[config.mk]
export PLATFORM = sky130hd
export DESIGN_NAME = lc3_pipe_controller
export DESIGN_NICKNAME = d
export VERILOG_FILES = /design/src/rtl/lc3_ctrl_pkg.sv /design/src/rtl/lc3_pipe_controller_mem_fsm.sv /design/src/rtl/lc3_pipe_controller.sv
export SDC_FILE = /design/constraint.sdc
export NUM_CORES = 1
export LEC_CHECK = 0
export CAP_MARGIN = 20
export CORE_MARGIN = 2
export CORE_UTILIZATION = 25
export DETAILED_ROUTE_END_ITERATION = 10
export PLACE_DENSITY = 0.77
export RECOVER_POWER = 25
export SLEW_MARGIN = 0
export SYNTH_ARGS = -nofsm -noshare
export SYNTH_HDL_FRONTEND = slang
export SYNTH_HIERARCHICAL = 1
export SYNTH_SLANG_ARGS = --single-unit
[constraint.sdc]
create_clock -name clk -period 1.6 [get_ports clk]
set_input_delay 0.32 -clock clk [delete_from_list [all_inputs] [get_ports clk]]
set_output_delay 0.32 -clock clk [all_outputs]
set_load 0.05 [all_outputs]
[src/rtl/lc3_ctrl_pkg.sv]
// Opcode constants, memory-access state encoding and instruction-class helpers
// shared by the LC3 pipeline controller.
package lc3_ctrl_pkg;

  localparam logic [3:0] OP_BR  = 4'b0000;
  localparam logic [3:0] OP_ADD = 4'b0001;
  localparam logic [3:0] OP_LD  = 4'b0010;
  localparam logic [3:0] OP_ST  = 4'b0011;
  localparam logic [3:0] OP_AND = 4'b0101;
  localparam logic [3:0] OP_LDR = 4'b0110;
  localparam logic [3:0] OP_STR = 4'b0111;
  localparam logic [3:0] OP_NOT = 4'b1001;
  localparam logic [3:0] OP_LDI = 4'b1010;
  localparam logic [3:0] OP_STI = 4'b1011;
  localparam logic [3:0] OP_JMP = 4'b1100;
  localparam logic [3:0] OP_LEA = 4'b1110;

  typedef enum logic [1:0] {
    MEM_RD   = 2'd0,
    MEM_IND  = 2'd1,
    MEM_WR   = 2'd2,
    MEM_IDLE = 2'd3
  } mem_state_e;

  function automatic logic is_alu(input logic [3:0] op);
    return op inside {OP_ADD, OP_AND, OP_NOT, OP_LEA};
  endfunction

  function automatic logic is_load(input logic [3:0] op);
    return op inside {OP_LD, OP_LDR, OP_LDI};
  endfunction

  function automatic logic is_store(input logic [3:0] op);
    return op inside {OP_ST, OP_STR, OP_STI};
  endfunction

  function automatic logic is_ctrl(input logic [3:0] op);
    return op inside {OP_BR, OP_JMP};
  endfunction

  function automatic logic uses_sr1(input logic [3:0] op);
    return op inside {OP_ADD, OP_AND, OP_NOT, OP_LDR, OP_STR, OP_JMP};
  endfunction

  // Register-form ADD/AND only; the immediate form has no SR2.
  function automatic logic uses_sr2(input logic [15:0] ir);
    return (ir[15:12] == OP_ADD || ir[15:12] == OP_AND) && !ir[5];
  endfunction

endpackage

[src/rtl/lc3_pipe_controller_mem_fsm.sv]
// Data-memory access sequencer: walks read/indirect/write phases for the
// instruction in execute and stalls the front of the pipe while busy.
module lc3_mem_fsm
  import lc3_ctrl_pkg::*;
(
  input  logic       clk,
  input  logic       rst_n,
  input  logic       exe_valid,
  input  logic [3:0] op,
  input  logic       complete_data,
  output mem_state_e mem_state,
  output logic       stall
);

  mem_state_e state_q, state_d;
  logic       ind_wr_q, ind_wr_d;

  always_ff @(posedge clk or negedge rst_n) begin
    if (!rst_n) begin
      state_q  <= MEM_IDLE;
      ind_wr_q <= 1'b0;
    end else begin
      state_q  <= state_d;
      ind_wr_q <= ind_wr_d;
    end
  end

  // The indirect phase fetches a pointer; ind_wr remembers whether it feeds a store.
  always_comb begin
    state_d  = state_q;
    ind_wr_d = ind_wr_q;
    case (state_q)
      MEM_IDLE:
        if (exe_valid && (is_load(op) || is_store(op))) begin
          ind_wr_d = (op == OP_STI);
          if (op == OP_LDI || op == OP_STI) state_d = MEM_IND;
          else if (is_load(op))             state_d = MEM_RD;
          else                              state_d = MEM_WR;
        end
      MEM_IND: if (complete_data) state_d = ind_wr_q ? MEM_WR : MEM_RD;
      default: if (complete_data) state_d = MEM_IDLE;
    endcase
  end

  assign mem_state = state_q;
  assign stall     = (state_q != MEM_IDLE);

endmodule

[src/rtl/lc3_pipe_controller.sv]
// LC3 five-stage pipeline controller: stage enables, operand bypass selects,
// branch shadow bubbles and memory-access stalls.
module lc3_pipe_controller
  import lc3_ctrl_pkg::*;
#(
  parameter int OPW       = 4,
  parameter int BR_SHADOW = 3
) (
  input  logic        clk,
  input  logic        reset,
  input  logic        complete_instr,
  input  logic        complete_data,
  input  logic [15:0] IMem_dout,
  input  logic [15:0] IR,
  input  logic [15:0] IR_Exec,
  input  logic [2:0]  psr,
  output logic        enable_updatePC,
  output logic        enable_fetch,
  output logic        enable_decode,
  output logic        enable_execute,
  output logic        enable_writeback,
  output logic        br_taken,
  output logic        bypass_alu_1,
  output logic        bypass_alu_2,
  output logic        bypass_mem_1,
  output logic        bypass_mem_2,
  output logic [1:0]  mem_state
);

  localparam int SHW = $clog2(BR_SHADOW + 1);

  logic           run_q, v_dec, v_exe, v_wb;
  logic [SHW-1:0] shadow_q;
  mem_state_e     mem_st;
  logic           mem_stall;
  logic [OPW-1:0] op_f, op_d, op_e;
  logic [2:0]     dst_e;
  logic           sr1_hit, sr2_hit, br_cond, mem_rd;
  logic           unused_bits;

  assign op_f  = IMem_dout[15 -: OPW];
  assign op_d  = IR[15 -: OPW];
  assign op_e  = IR_Exec[15 -: OPW];
  assign dst_e = IR_Exec[11:9];
  assign unused_bits = ^{IMem_dout[11:0], IR[4:3], IR_Exec[8:0]};

  lc3_mem_fsm u_mem_fsm (
    .clk           (clk),
    .rst_n         (reset),
    .exe_valid     (v_exe),
    .op            (op_e),
    .complete_data (complete_data),
    .mem_state     (mem_st),
    .stall         (mem_stall)
  );

  assign mem_state = mem_st;
  assign mem_rd    = (mem_st == MEM_RD);

  assign enable_fetch     = run_q & ~mem_stall & complete_instr & (shadow_q == '0);
  assign enable_decode    = v_dec & ~mem_stall & complete_instr;
  assign enable_execute   = v_exe & ~mem_stall;
  assign enable_writeback = mem_stall ? (mem_rd & complete_data) : v_wb;

  // Branch resolves only when execute advances, so a memory stall defers it.
  assign br_cond         = (op_e == OP_JMP) | (|(dst_e & psr));
  assign br_taken        = enable_execute & is_ctrl(op_e) & br_cond;
  assign enable_updatePC = enable_fetch | br_taken;

  assign sr1_hit = uses_sr1(op_d) && (dst_e == IR[8:6]);
  assign sr2_hit = (uses_sr2(IR) && (dst_e == IR[2:0])) ||
                   (is_store(op_d) && (dst_e == IR[11:9]));

  assign bypass_alu_1 = v_exe & is_alu(op_e) & sr1_hit;
  assign bypass_alu_2 = v_exe & is_alu(op_e) & sr2_hit;
  assign bypass_mem_1 = v_exe & is_load(op_e) & mem_rd & sr1_hit;
  assign bypass_mem_2 = v_exe & is_load(op_e) & mem_rd & sr2_hit;

  // Valid bits freeze under a memory stall; an instruction wait holds v_dec
  // and lets a bubble flow into execute.
  always_ff @(posedge clk or negedge reset) begin
    if (!reset) begin
      run_q    <= 1'b0;
      v_dec    <= 1'b0;
      v_exe    <= 1'b0;
      v_wb     <= 1'b0;
      shadow_q <= '0;
    end else begin
      run_q <= 1'b1;
      if (!mem_stall) begin
        v_wb  <= v_exe;
        v_exe <= enable_decode;
        if (complete_instr) v_dec <= enable_fetch;
        if (enable_fetch && is_ctrl(op_f))
          shadow_q <= SHW'(BR_SHADOW);
        else if (shadow_q != '0 && complete_instr)
          shadow_q <= shadow_q - SHW'(1);
      end
    end
  end

endmodule

==> flow_metrics.tcl <==
set metrics [dict create \
    design.portCount 67 \
    seq_power_share 0.224 \
    track_usage 0.168 \
    timing.final.hold_violations 0 \
    crit_start "u_mem_fsm/mem_state[1]" \
    fp.dieArea_mm2 0.00332 \
    detailroute.wirelength.met3_um 212 \
    layout.nets 213 \
    path_max_fanout 2 \
    combinational_fraction_of_design_power 0.677 \
    synth.cell_area_um2 719 \
    setup_viol_count_final 10 \
    category_of_cells_accounting_for_the_largest_share_of_critical_path_delay "flip-flops" \
    finalPower_mw 1.78 \
    power_switching_share 0.395 \
    via_count_of_the_first_global_routing_pass 981 \
    worst_setup_path_end_kind "output port" \
    finalWorstPathRequiredPeriod_ns 1.96 \
    final_layout_size_suffix_gt1_frac 0.545 \
    clk_latency_ns 0.26 \
    grt_start_max_net_pins 10 \
    flow.area_growth_from_synthesis_pct 139 \
    drt_iter0_drc 22 \
    numClockSinks 9 \
    globalplace.congestion 0.803 \
    reg2reg_setup_slack_ns 0.09 \
    hpwlAfterDp_um 1970 \
    clock_skew_ns 0.00453 \
    placement.setup.worst_slack_ns -0.731 \
    die-width_um 57.6 \
    synth_sequential_area_ratio 0.317 \
    grt_first_pass_wirelength_um 4250 \
    start_kind "flop" \
    ys_types 35 \
    buffer_ports.inserted 43 \
    setup_repair_after_global_routing_missed_its_margin "yes" \
    arrival_worst_endpoint_ns 1.64 \
    tritoncts "built" \
    drt_first_pass_iters 4 \
    vdd_drop_max_mv 0.903 \
    power.switching_mw 0.703 \
    routedLengthMet1_um 841 \
    via_per_inst 4.84 \
    start_util 0.263 \
    p_per_area_mw_per_mm2 1030 \
    path_cells "nand2_4, nand2b_4, a2111oi_4, or2_4, buf_12" \
    cts.reportedPaths.clkPinSlew_ns 0.06 \
    synth_area_leader_cell "sky130_fd_sc_hd__dfrtp_1" \
    min_setup_slack_post_route_ns -0.364 \
    clockRootBuffer "sky130_fd_sc_hd__clkbuf_4" \
    timing.critical_path.slowest_cell_delay_ns 0.63 \
    timing.max_cap.violations 0 \
    highest_routed_metal_layer "met4" \
    rows 19 \
    timing_max_transition_violations_final 0 \
    register_bit_count_reported_by_yosys 9 \
    dieHeight_um 57.6 \
    route.final.wire_length_um 2590 \
    power.share.clock 0.099 \
    post-route-drc-count 0 \
    worst_reg2reg_path_endpoint "shadow_q[0]" \
    wire_per_inst_um 13.9 \
    critical-path-slowest-cell "sky130_fd_sc_hd__dfstp_4" \
    route.met2.wl_um 1480 \
    syn_avg_cell_area_um2 8.88 \
    criticalPathCategory "flop to output port" \
    coreArea_mm2 0.00273 \
    violations "setup timing" \
    post-synth-top-area-fraction 0.243 \
    worstPathBufferInverterCount 1 \
    clock_tree.htree_level_count 1 \
    hold_path_class "input port to asynchronous set/reset pin" \
    globalRouteOverflowTotal 0 \
    drt.antenna.violating_nets 0 \
    cts.path.max_buffers 2 \
    totalNegativeSetupSlack_ns -2.53 \
    synth.top_cells.by_area "sky130_fd_sc_hd__dfrtp_1 (24%), sky130_fd_sc_hd__xnor2_1 (8.5%), sky130_fd_sc_hd__dfstp_2 (7.3%), sky130_fd_sc_hd__inv_1 (4.2%), sky130_fd_sc_hd__a2111oi_4 (3.8%)" \
    grt_antenna_before_repair 0 \
    fmax_ghz 0.509 \
    synth.yosys.warnings 6 \
    leakage_power_nw 0.784 \
    syn-num-nets 137 \
    run_status "complete, but fails checks" \
    detailroute.via_count 905 \
    numCtsBuffers 3 \
    power_report.internal_total_mw 1.08 \
    required_ns 1.28 \
    timing.rr.start "u_mem_fsm/mem_state[1]" \
    worst_r2r_path_depth 8 \
    period_share 1.23 \
    antennaDiodeCount 0 \
    syn_inst 81 \
]
[worst max path at each step]
stage | endpoint | slack, ns | cells past startpoint
after global placement | enable_updatePC | -0.69 | 6
after floorplan | enable_updatePC | -0.73 | 4
final | enable_updatePC | -0.36 | 5
after detailed placement | enable_updatePC | -0.73 | 6
after CTS | enable_updatePC | -0.46 | 5
after global routing | enable_updatePC | -0.43 | 5
[layer usage]
layer,vias to the layer above,GRT usage
met5,-,0
met4,0,0.0963
met3,6,0.0335
met2,39,0.331
met1,426,0.155
li1,434,-
[cell usage after synthesis]
| cell type | count |
|---|---|
| sky130_fd_sc_hd__o41ai_1 | 1 |
| sky130_fd_sc_hd__or3_4 | 1 |
| sky130_fd_sc_hd__nand3_1 | 2 |
| sky130_fd_sc_hd__mux2_1 | 1 |
| sky130_fd_sc_hd__o2111ai_1 | 1 |
| sky130_fd_sc_hd__o21ai_0 | 5 |
| sky130_fd_sc_hd__conb_1 | 1 |
| sky130_fd_sc_hd__nand2b_1 | 2 |
| sky130_fd_sc_hd__nand4b_1 | 1 |
| sky130_fd_sc_hd__or2_1 | 1 |
| sky130_fd_sc_hd__ha_1 | 1 |
| sky130_fd_sc_hd__o31a_1 | 1 |
| sky130_fd_sc_hd__a2111oi_4 | 1 |
| sky130_fd_sc_hd__and4b_1 | 1 |
| sky130_fd_sc_hd__a21oi_2 | 1 |
| sky130_fd_sc_hd__a21oi_1 | 3 |
| sky130_fd_sc_hd__o211ai_1 | 1 |
| sky130_fd_sc_hd__dfstp_2 | 2 |
| sky130_fd_sc_hd__and2_1 | 1 |
| sky130_fd_sc_hd__a222oi_1 | 1 |
| sky130_fd_sc_hd__mux2i_1 | 1 |
| sky130_fd_sc_hd__a21bo_2 | 1 |
| sky130_fd_sc_hd__inv_1 | 8 |
| sky130_fd_sc_hd__nand3b_1 | 1 |
| sky130_fd_sc_hd__nor4b_1 | 1 |
| sky130_fd_sc_hd__xor2_1 | 3 |
| sky130_fd_sc_hd__nor2b_1 | 3 |
| sky130_fd_sc_hd__nand2_1 | 6 |
| sky130_fd_sc_hd__and3b_1 | 2 |
| sky130_fd_sc_hd__nor2_1 | 5 |
| sky130_fd_sc_hd__nand4_1 | 4 |
| sky130_fd_sc_hd__a21o_1 | 2 |
| sky130_fd_sc_hd__or2b_1 | 1 |
| sky130_fd_sc_hd__dfrtp_1 | 7 |
| sky130_fd_sc_hd__xnor2_1 | 7 |
[layout by cell type (no fill, tap or decap), types with 5 or more instances in the layout]
cell,instances
sky130_fd_sc_hd__clkdlybuf4s50_1,6
sky130_fd_sc_hd__buf_12,10
sky130_fd_sc_hd__dlygate4sd2_1,12
sky130_fd_sc_hd__nor2_4,5
sky130_fd_sc_hd__dfrtp_1,7
sky130_fd_sc_hd__inv_1,6
sky130_fd_sc_hd__buf_4,17
sky130_fd_sc_hd__buf_6,16
sky130_fd_sc_hd__buf_2,6
[registers in the layout, summed over array words and instances (netlist names)]
name	cells
shadow_q	2
u_mem_fsm/mem_state	2
run_q	1
u_mem_fsm/ind_wr_q	1
v_dec	1
v_exe	1
v_wb	1
[kinds of logic (layout without fill, tap and decap cells)]
family                   count (synthesis)  count (layout)  synth area share
AND/OR/NAND/NOR                         32              32             0.266
other                                    1               1           0.00521
buffers and inverters                    8              83            0.0417
multiplexers                             2               2            0.0296
AO/OA/AOI/OAI                           18              18             0.202
XOR/XNOR                                10              10             0.122
adder cells (fa/ha/maj)                  1               1            0.0174
flip-flops                               9               9             0.317
[power by group through the flow]
stage	sequential [mW]	clock, mW	combinational (mW)
floorplan	0.473	0	0.394
global placement	0.394	0	0.979
detailed placement	0.400	0	1.01
finish	0.398	0.177	1.20
CTS	0.396	0.184	1.14
global route	0.409	0.197	1.29
[metrics by stage]
| step | util | std cells | hold WS (ns) | cell area, um2 |
|---|---|---|---|---|
| floorplan | - | 81 | 0.0244 | 781 |
| global placement | 0.547 | 175 | 0.463 | 1500 |
| detailed placement | 0.547 | 175 | 0.474 | 1500 |
| CTS | 0.615 | 185 | 0.361 | 1680 |
| global route | 0.629 | 187 | 0.458 | 1720 |
| finish | 0.629 | 187 | 0.425 | 1720 |
[cell type report]
class | count | area, um2
Inverter | 8 | 36.3
Clock buffer | 4 | 26.3
Timing Repair Buffer | 71 | 746
Fill cell | 210 | 1010
Sequential cell | 9 | 235
Tap cell | 31 | 38.8
Multi-Input combinational cell | 64 | 637
[repair_timing]
item,in CTS,in global routing
gates resized for setup,93,6
setup endpoints to repair,10,11
pin swaps,25,11
hold buffers,0,0
setup buffers,6,3
No activity file was read; power rests on OpenSTA's default activity.
